===== src/rtl/tmu_rrq_arb_pkg.sv =====
// Shared constants and types for the TMU read-request arbiter.
// No ports; the arbiter, its interface and the bench import these defaults.
package tmu_pkg;
    localparam int TMU_RRQ_N_REQ   = 4;
    localparam int TMU_RRQ_ADDR_W  = 20;
    localparam int TMU_RRQ_CREDITS = 16;
    localparam int TMU_RRQ_SRC_W   = $clog2(TMU_RRQ_N_REQ);
    localparam int TMU_RRQ_CRED_W  = $clog2(TMU_RRQ_CREDITS + 1);

    typedef logic [TMU_RRQ_SRC_W-1:0] tmu_rrq_src_t;

    typedef struct packed {
        logic [TMU_RRQ_ADDR_W-1:0] addr;
        tmu_rrq_src_t              src;
    } tmu_rrq_req_t;
endpackage


===== src/rtl/tmu_rrq_arb_if.sv =====
// Request/issue/response bundle between the TMU requesters, the arbiter and MRI.
// slave: arbiter side (takes requests, drives rrq); master: sources and MRI model.
interface tmu_rrq_arb_if
    import tmu_pkg::*;
#(
    parameter int N_REQ  = TMU_RRQ_N_REQ,
    parameter int ADDR_W = TMU_RRQ_ADDR_W
);
    localparam int SW = $clog2(N_REQ);

    logic [N_REQ-1:0]        req_valid;
    logic [N_REQ*ADDR_W-1:0] req_addr;
    logic [N_REQ-1:0]        req_ready;
    logic                    rrq_valid;
    logic [ADDR_W-1:0]       rrq_addr;
    logic [SW-1:0]           rrq_src;
    logic                    rrq_ready;
    logic                    rrs_valid;

    modport master (
        output req_valid, req_addr, rrq_ready, rrs_valid,
        input  req_ready, rrq_valid, rrq_addr, rrq_src
    );

    modport slave (
        input  req_valid, req_addr, rrq_ready, rrs_valid,
        output req_ready, rrq_valid, rrq_addr, rrq_src
    );
endinterface


===== src/rtl/tmu_rrq_arb_rr_arb.sv =====
// Combinational round-robin pick: first set req bit at or above ptr, wrapping.
// Ports: req (vector), ptr (start index) -> gnt (one-hot), idx (encoded), any.
module rr_arb #(
    parameter int N  = 4,
    parameter int IW = $clog2(N)
) (
    input  logic [N-1:0]  req,
    input  logic [IW-1:0] ptr,
    output logic [N-1:0]  gnt,
    output logic [IW-1:0] idx,
    output logic          any
);
    logic [IW-1:0] j;

    always_comb begin
        gnt = '0;
        idx = '0;
        any = 1'b0;
        j   = '0;
        for (int k = 0; k < N; k++) begin
            j = IW'((int'(ptr) + k) % N);
            if (!any && req[j]) begin
                any    = 1'b1;
                gnt[j] = 1'b1;
                idx    = j;
            end
        end
    end
endmodule


===== src/rtl/tmu_rrq_arb.sv =====
// Round-robin arbiter + MRI credit manager for the TMU rrq port.
// Ports: clk, rst (sync high), cfg_enable, bus (slave), credits_avail, err_credit_ovf.
module tmu_rrq_arb
    import tmu_pkg::*;
#(
    parameter int N_REQ   = TMU_RRQ_N_REQ,
    parameter int ADDR_W  = TMU_RRQ_ADDR_W,
    parameter int CREDITS = TMU_RRQ_CREDITS,
    parameter int SW      = $clog2(N_REQ),
    parameter int CW      = $clog2(CREDITS + 1)
) (
    input  logic          clk,
    input  logic          rst,
    input  logic          cfg_enable,
    tmu_rrq_arb_if.slave  bus,
    output logic [CW-1:0] credits_avail,
    output logic          err_credit_ovf
);
    logic [SW-1:0]    rr_ptr;
    logic [N_REQ-1:0] gnt;
    logic [SW-1:0]    win;
    logic             any;
    logic             free;
    logic             grant;

    rr_arb #(.N(N_REQ), .IW(SW)) u_rr (
        .req (bus.req_valid),
        .ptr (rr_ptr),
        .gnt (gnt),
        .idx (win),
        .any (any)
    );

    // The output slot frees up when empty or drained this same cycle,
    // which is what allows one issue per cycle under full throughput.
    assign free  = !bus.rrq_valid || bus.rrq_ready;
    assign grant = !rst && free && cfg_enable
                 && (credits_avail != '0) && any;

    assign bus.req_ready = grant ? gnt : '0;

    always_ff @(posedge clk) begin
        if (rst) begin
            bus.rrq_valid <= 1'b0;
            bus.rrq_addr  <= '0;
            bus.rrq_src   <= '0;
            rr_ptr        <= '0;
        end else if (grant) begin
            bus.rrq_valid <= 1'b1;
            bus.rrq_addr  <= bus.req_addr[win*ADDR_W +: ADDR_W];
            bus.rrq_src   <= win;
            rr_ptr        <= (win == SW'(N_REQ - 1)) ? '0 : win + SW'(1);
        end else if (bus.rrq_ready) begin
            bus.rrq_valid <= 1'b0;
        end
    end

    // A return in the same cycle as a grant nets out; a return with
    // nothing outstanding is dropped and flagged.
    always_ff @(posedge clk) begin
        if (rst) begin
            credits_avail  <= CW'(CREDITS);
            err_credit_ovf <= 1'b0;
        end else begin
            unique case ({grant, bus.rrs_valid})
                2'b10: credits_avail <= credits_avail - CW'(1);
                2'b01: begin
                    if (credits_avail == CW'(CREDITS))
                        err_credit_ovf <= 1'b1;
                    else
                        credits_avail <= credits_avail + CW'(1);
                end
                default: ;
            endcase
        end
    end
endmodule


===== src/flat_wrapper.sv =====
// flat-port wrapper written by rule: the top's interface ports become plain ports
module tmu_rrq_arb_flat import tmu_pkg::*;
#(
    parameter int N_REQ   = TMU_RRQ_N_REQ,
    parameter int ADDR_W  = TMU_RRQ_ADDR_W,
    parameter int CREDITS = TMU_RRQ_CREDITS,
    parameter int SW      = $clog2(N_REQ),
    parameter int CW      = $clog2(CREDITS + 1)
)
  (clk, rst, cfg_enable, credits_avail, err_credit_ovf, bus_req_valid, bus_req_addr, bus_rrq_ready, bus_rrs_valid, bus_req_ready, bus_rrq_valid, bus_rrq_addr, bus_rrq_src);
  tmu_rrq_arb_if #(.N_REQ(N_REQ), .ADDR_W(ADDR_W)) bus_i ();
  input  logic clk;
  input  logic rst;
  input  logic cfg_enable;
  output logic [CW-1:0] credits_avail;
  output logic err_credit_ovf;
  input wire logic [$bits(bus_i.req_valid)-1:0] bus_req_valid;
  input wire logic [$bits(bus_i.req_addr)-1:0] bus_req_addr;
  input wire logic [$bits(bus_i.rrq_ready)-1:0] bus_rrq_ready;
  input wire logic [$bits(bus_i.rrs_valid)-1:0] bus_rrs_valid;
  output wire logic [$bits(bus_i.req_ready)-1:0] bus_req_ready;
  output wire logic [$bits(bus_i.rrq_valid)-1:0] bus_rrq_valid;
  output wire logic [$bits(bus_i.rrq_addr)-1:0] bus_rrq_addr;
  output wire logic [$bits(bus_i.rrq_src)-1:0] bus_rrq_src;
  assign bus_i.req_valid = bus_req_valid;
  assign bus_i.req_addr = bus_req_addr;
  assign bus_i.rrq_ready = bus_rrq_ready;
  assign bus_i.rrs_valid = bus_rrs_valid;
  assign bus_req_ready = bus_i.req_ready;
  assign bus_rrq_valid = bus_i.rrq_valid;
  assign bus_rrq_addr = bus_i.rrq_addr;
  assign bus_rrq_src = bus_i.rrq_src;
  tmu_rrq_arb #(.N_REQ(N_REQ), .ADDR_W(ADDR_W), .CREDITS(CREDITS), .SW(SW), .CW(CW)) u_core (.clk(clk), .rst(rst), .cfg_enable(cfg_enable), .bus(bus_i), .credits_avail(credits_avail), .err_credit_ovf(err_credit_ovf));
endmodule

===== config.mk =====
export PLATFORM = sky130hd
export DESIGN_NAME = tmu_rrq_arb_flat
export DESIGN_NICKNAME = d
export VERILOG_FILES = /design/src/rtl/tmu_rrq_arb_pkg.sv /design/src/rtl/tmu_rrq_arb_if.sv /design/src/rtl/tmu_rrq_arb_rr_arb.sv /design/src/rtl/tmu_rrq_arb.sv /design/src/flat_wrapper.sv
export SDC_FILE = /design/constraint.sdc
export NUM_CORES = 1
export LEC_CHECK = 0
export BUFFER_PORTS_ARGS = -buffer_cell sky130_fd_sc_hd__buf_2
export CORE_ASPECT_RATIO = 0.5
export CORE_UTILIZATION = 49
export DETAILED_ROUTE_END_ITERATION = 12
export GPL_TIMING_DRIVEN = 0
export PLACE_DENSITY_LB_ADDON = 0.12
export SLEW_MARGIN = 40
export SYNTH_ARGS = -nofsm -noshare
export SYNTH_HDL_FRONTEND = slang
export SYNTH_SLANG_ARGS = --single-unit

===== constraint.sdc =====
create_clock -name clk -period 3.4 [get_ports clk]
set_input_delay 0 -clock clk [delete_from_list [all_inputs] [get_ports clk]]
set_output_delay 0 -clock clk [all_outputs]
set_load 0.03 [all_outputs]

==> flow_metrics.py <==
metrics = {
    "placed_design": {
        "gp_congestion": 0.853,
        "port_buffers": 120,
        "hpwl_mm": 7.11,
        "dp_worst_setup_slack_ps": 218,
    },
    "layout": {
        "final.fill_count": 458,
        "multiInputGateArea_um2": 2070,
        "mostFrequentLayoutCell": "buf_2",
        "area_delta_synth_final_pct": 36.6,
        "drive_above_1_share_pct": 39.8,
        "nets": 580,
        "register_area_um2": 621,
        "layout_common_cells": "130 x buf_2, 43 x a22oi_1, 31 x dfxtp_1",
        "num_antenna_cells": 0,
    },
    "critical_path": {
        "cp.depth": 11,
        "crit_chain": "buf_6, inv_1, ha_1, buf_2, or4b_1, o211ai_1, a211oi_2, nor4_4, buf_4, a22oi_1, o211ai_2",
        "reg2reg_depth": 11,
        "arrival_ps": 3430,
        "criticalPathCategory": "flop to flop",
        "crit_path_start_kind": "flop",
        "crit_path_end_kind": "flop",
        "timing.critical_path.buf_inv": 4,
        "worst_path_largest_cell_delay_ps": 540,
        "critical_path.slowest_cell": "nor4_4",
        "ff2ff_setup_slack_ps": 180,
        "required_ps": 3610,
        "crit_fanout": 10,
        "path_delay_family": "simple AND/OR/NAND/NOR gates",
    },
    "pwr": {
        "powerDensity_nw_per_um2": 569,
        "power.share.sequential_pct": 23.4,
        "pwr-share-clk_pct": 26.5,
        "vdd.ir_drop.worst_uv": 316,
        "swShare_pct": 41.5,
        "p_leak_uw": 0.00177,
        "intPower_uw": 1320,
        "combPwrFrac_pct": 50.2,
        "power.switching_uw": 935,
    },
    "yosys": {
        "synth-xor-area-share_pct": 0.907,
        "synth-edff-count": 0,
        "yosys.area_share.simple_pct": 15.2,
        "yosysWarnings": 0,
        "synth_top_family_by_area": "compound AO/OA/AOI/OAI gates",
        "synth.area.mux_share_pct": 11.4,
        "synth_compound_area_share_pct": 38.4,
        "synth_cell_types": 61,
        "synth_adder_area_share_pct": 5.44,
        "async_flop_share_pct": 0,
        "syn_area_per_cell_um2": 8.68,
        "synth_nets": 435,
        "ys_ff_latch": 31,
        "yosysSeqAreaShare_pct": 21.4,
        "syn_area_um2": 2900,
        "ys.flop_type": "dfxtp_1",
        "netlist_instances": 334,
    },
    "drt": {
        "drc": 0,
        "drtIter0Drc": 376,
        "routed_wl_mm": 10.1,
        "routedWlPerCell_um": 18.3,
        "drtAntennaViolNets": 0,
        "vias": 3464,
        "dr.pass1.iters": 5,
        "vias_per_cell": 6.26,
    },
    "sta": {
        "post-route-period-util_pct": 94.7,
        "finalHoldViolations": 0,
        "drv_slew": 0,
        "setup_viol": 0,
        "setup_ws_ps": 181,
        "fmax_mhz": 311,
        "rsz0062_at_grt": "false",
        "relSlewSlack_pct": 53.8,
        "tns_ps": 0,
        "post-route-min-period_ps": 3220,
        "clock-skew-final_ps": 8.16,
        "worst_pin_slew_ps": 688,
    },
    "global_route": {
        "grt.total_usage_pct": 32.0,
        "grt_pass1_wl_mm": 16.2,
        "grt_util_met3_pct": 5.51,
        "overflow": 0,
        "grt_busiest_layer": "met2",
        "use_met1_pct": 41.5,
        "grt_max_degree": 11,
        "grt_use_met2_pct": 53.8,
        "grt_pass1_vias": 3371,
        "grt_antenna_before_repair": 0,
    },
    "die": {
        "core_area_um2": 5590,
        "die_h_um": 56.4,
        "ioPinCount": 122,
        "initial_core_util_pct": 51.9,
        "die_w_um": 111,
        "rows": 19,
        "die-area_um2": 6240,
    },
    "outcome": {
        "status": "complete, no violations",
    },
    "min_path": {
        "min_path_cells": 3,
        "hold_class": "primary input to flop",
    },
    "cts": {
        "clkSinkCount": 31,
        "clk_latency_ps": 280,
        "clk_pin_slew_ps": 60,
        "numCtsBuffers": 5,
        "cts_tree": "yes",
        "htree_levels": 2,
        "ctsRootBufferMaster": "clkbuf_16",
        "cts_resized": 0,
        "clockBufferDepth": 2,
    },
    "flow_run": {
        "maxCapViolCount": 0,
    },
}
-- layout make-up --
class	instances	share of cell area, %
well taps	73	2.31
multi-input cells	267	52.2
flip-flops and latches	31	15.7
inverters	6	0.569
clock buffers	6	3.26
plain buffers	30	4.77
repair buffers	138	19.7
clock inverters	2	1.52
-- synthesized netlist by cell type, drive strengths merged (11+ instances only) --
cell type / count / area (um2)
nand3: 22 / 110
a22oi: 43 / 323
a21oi: 15 / 86.3
a21o: 21 / 158
o21ai: 24 / 124
mux2: 20 / 233
ha: 11 / 138
o211ai: 20 / 200
nor2: 25 / 93.8
buf: 22 / 159
dfxtp: 31 / 621
-- path summary, 6_finish.rpt --
kind	startpoint	to
setup / recovery	flop	u_core.bus.rrq_addr[7]$_SDFFE_PP0P_
hold / removal	bus_req_addr[79]	u_core.bus.rrq_addr[19]$_SDFFE_PP0P_
setup reg to reg	flop	u_core.bus.rrq_addr[7]$_SDFFE_PP0P_
hold reg to reg	u_core.bus.rrq_src[0]$_SDFFE_PP0P_	u_core.bus.rrq_src[0]$_SDFFE_PP0P_
-- registers in the layout, indices dropped and copies added, names as in the netlist, named ones only --
name	cells
u_core.bus.rrq_valid	1
u_core.err_credit_ovf	1
u_core.rr_ptr	1
u_core.bus.rrq_src	2
u_core.credits_avail	5
u_core.bus.rrq_addr	20
-- worst reg2reg max path, stage by stage, from the launching register on --
cell and delay [ps]:
dfxtp_1 440, buf_6 190, inv_1 170, ha_1 330, buf_2 190, or4b_1 530
o211ai_1 140, a211oi_2 100, nor4_4 540, buf_4 310, a22oi_1 110, o211ai_2 100
-- timing repair --
item / 4_1_cts / 5_1_grt
hold buffers: 18 / 0
setup buffers: 0 / 0
hold endpoints to repair: 18 / 0
endpoints found under the setup margin: 0 / 8
-- through the flow --
step	cell area, um2	cells	utilization, %	hold WS (ps)	power, uW
floorplan	2900	334	-	141	1320
global placement	3590	527	64.3	240	1570
detailed placement	3590	527	64.3	254	1610
CTS	3960	553	70.9	17.9	2230
global route	3960	553	70.9	24.2	2360
finish	3960	553	70.9	28.1	2250
-- power groups by stage --
stage	Sequential, uW	Clock [uW]	Combinational [uW]
floorplan	676	0	640
global placement	521	0	1050
detailed placement	528	0	1090
CTS	523	598	1110
global route	537	611	1220
finish	527	597	1130
-- kinds of logic after synthesis --
group	after synthesis
fa+ha+maj	12
simple gates	81
compound gates	145
flops	31
mux	26
buf+inv	36
xor+xnor	3
-- per-layer routing --
metal | part of all wire, % | up-vias
li1 | - | 1589
met1 | 44 | 1655
met2 | 47 | 204
met3 | 8.3 | 16
met4 | 1.2 | 0
met5 | 0 | -
No activity file was read; power rests on OpenSTA's default activity.
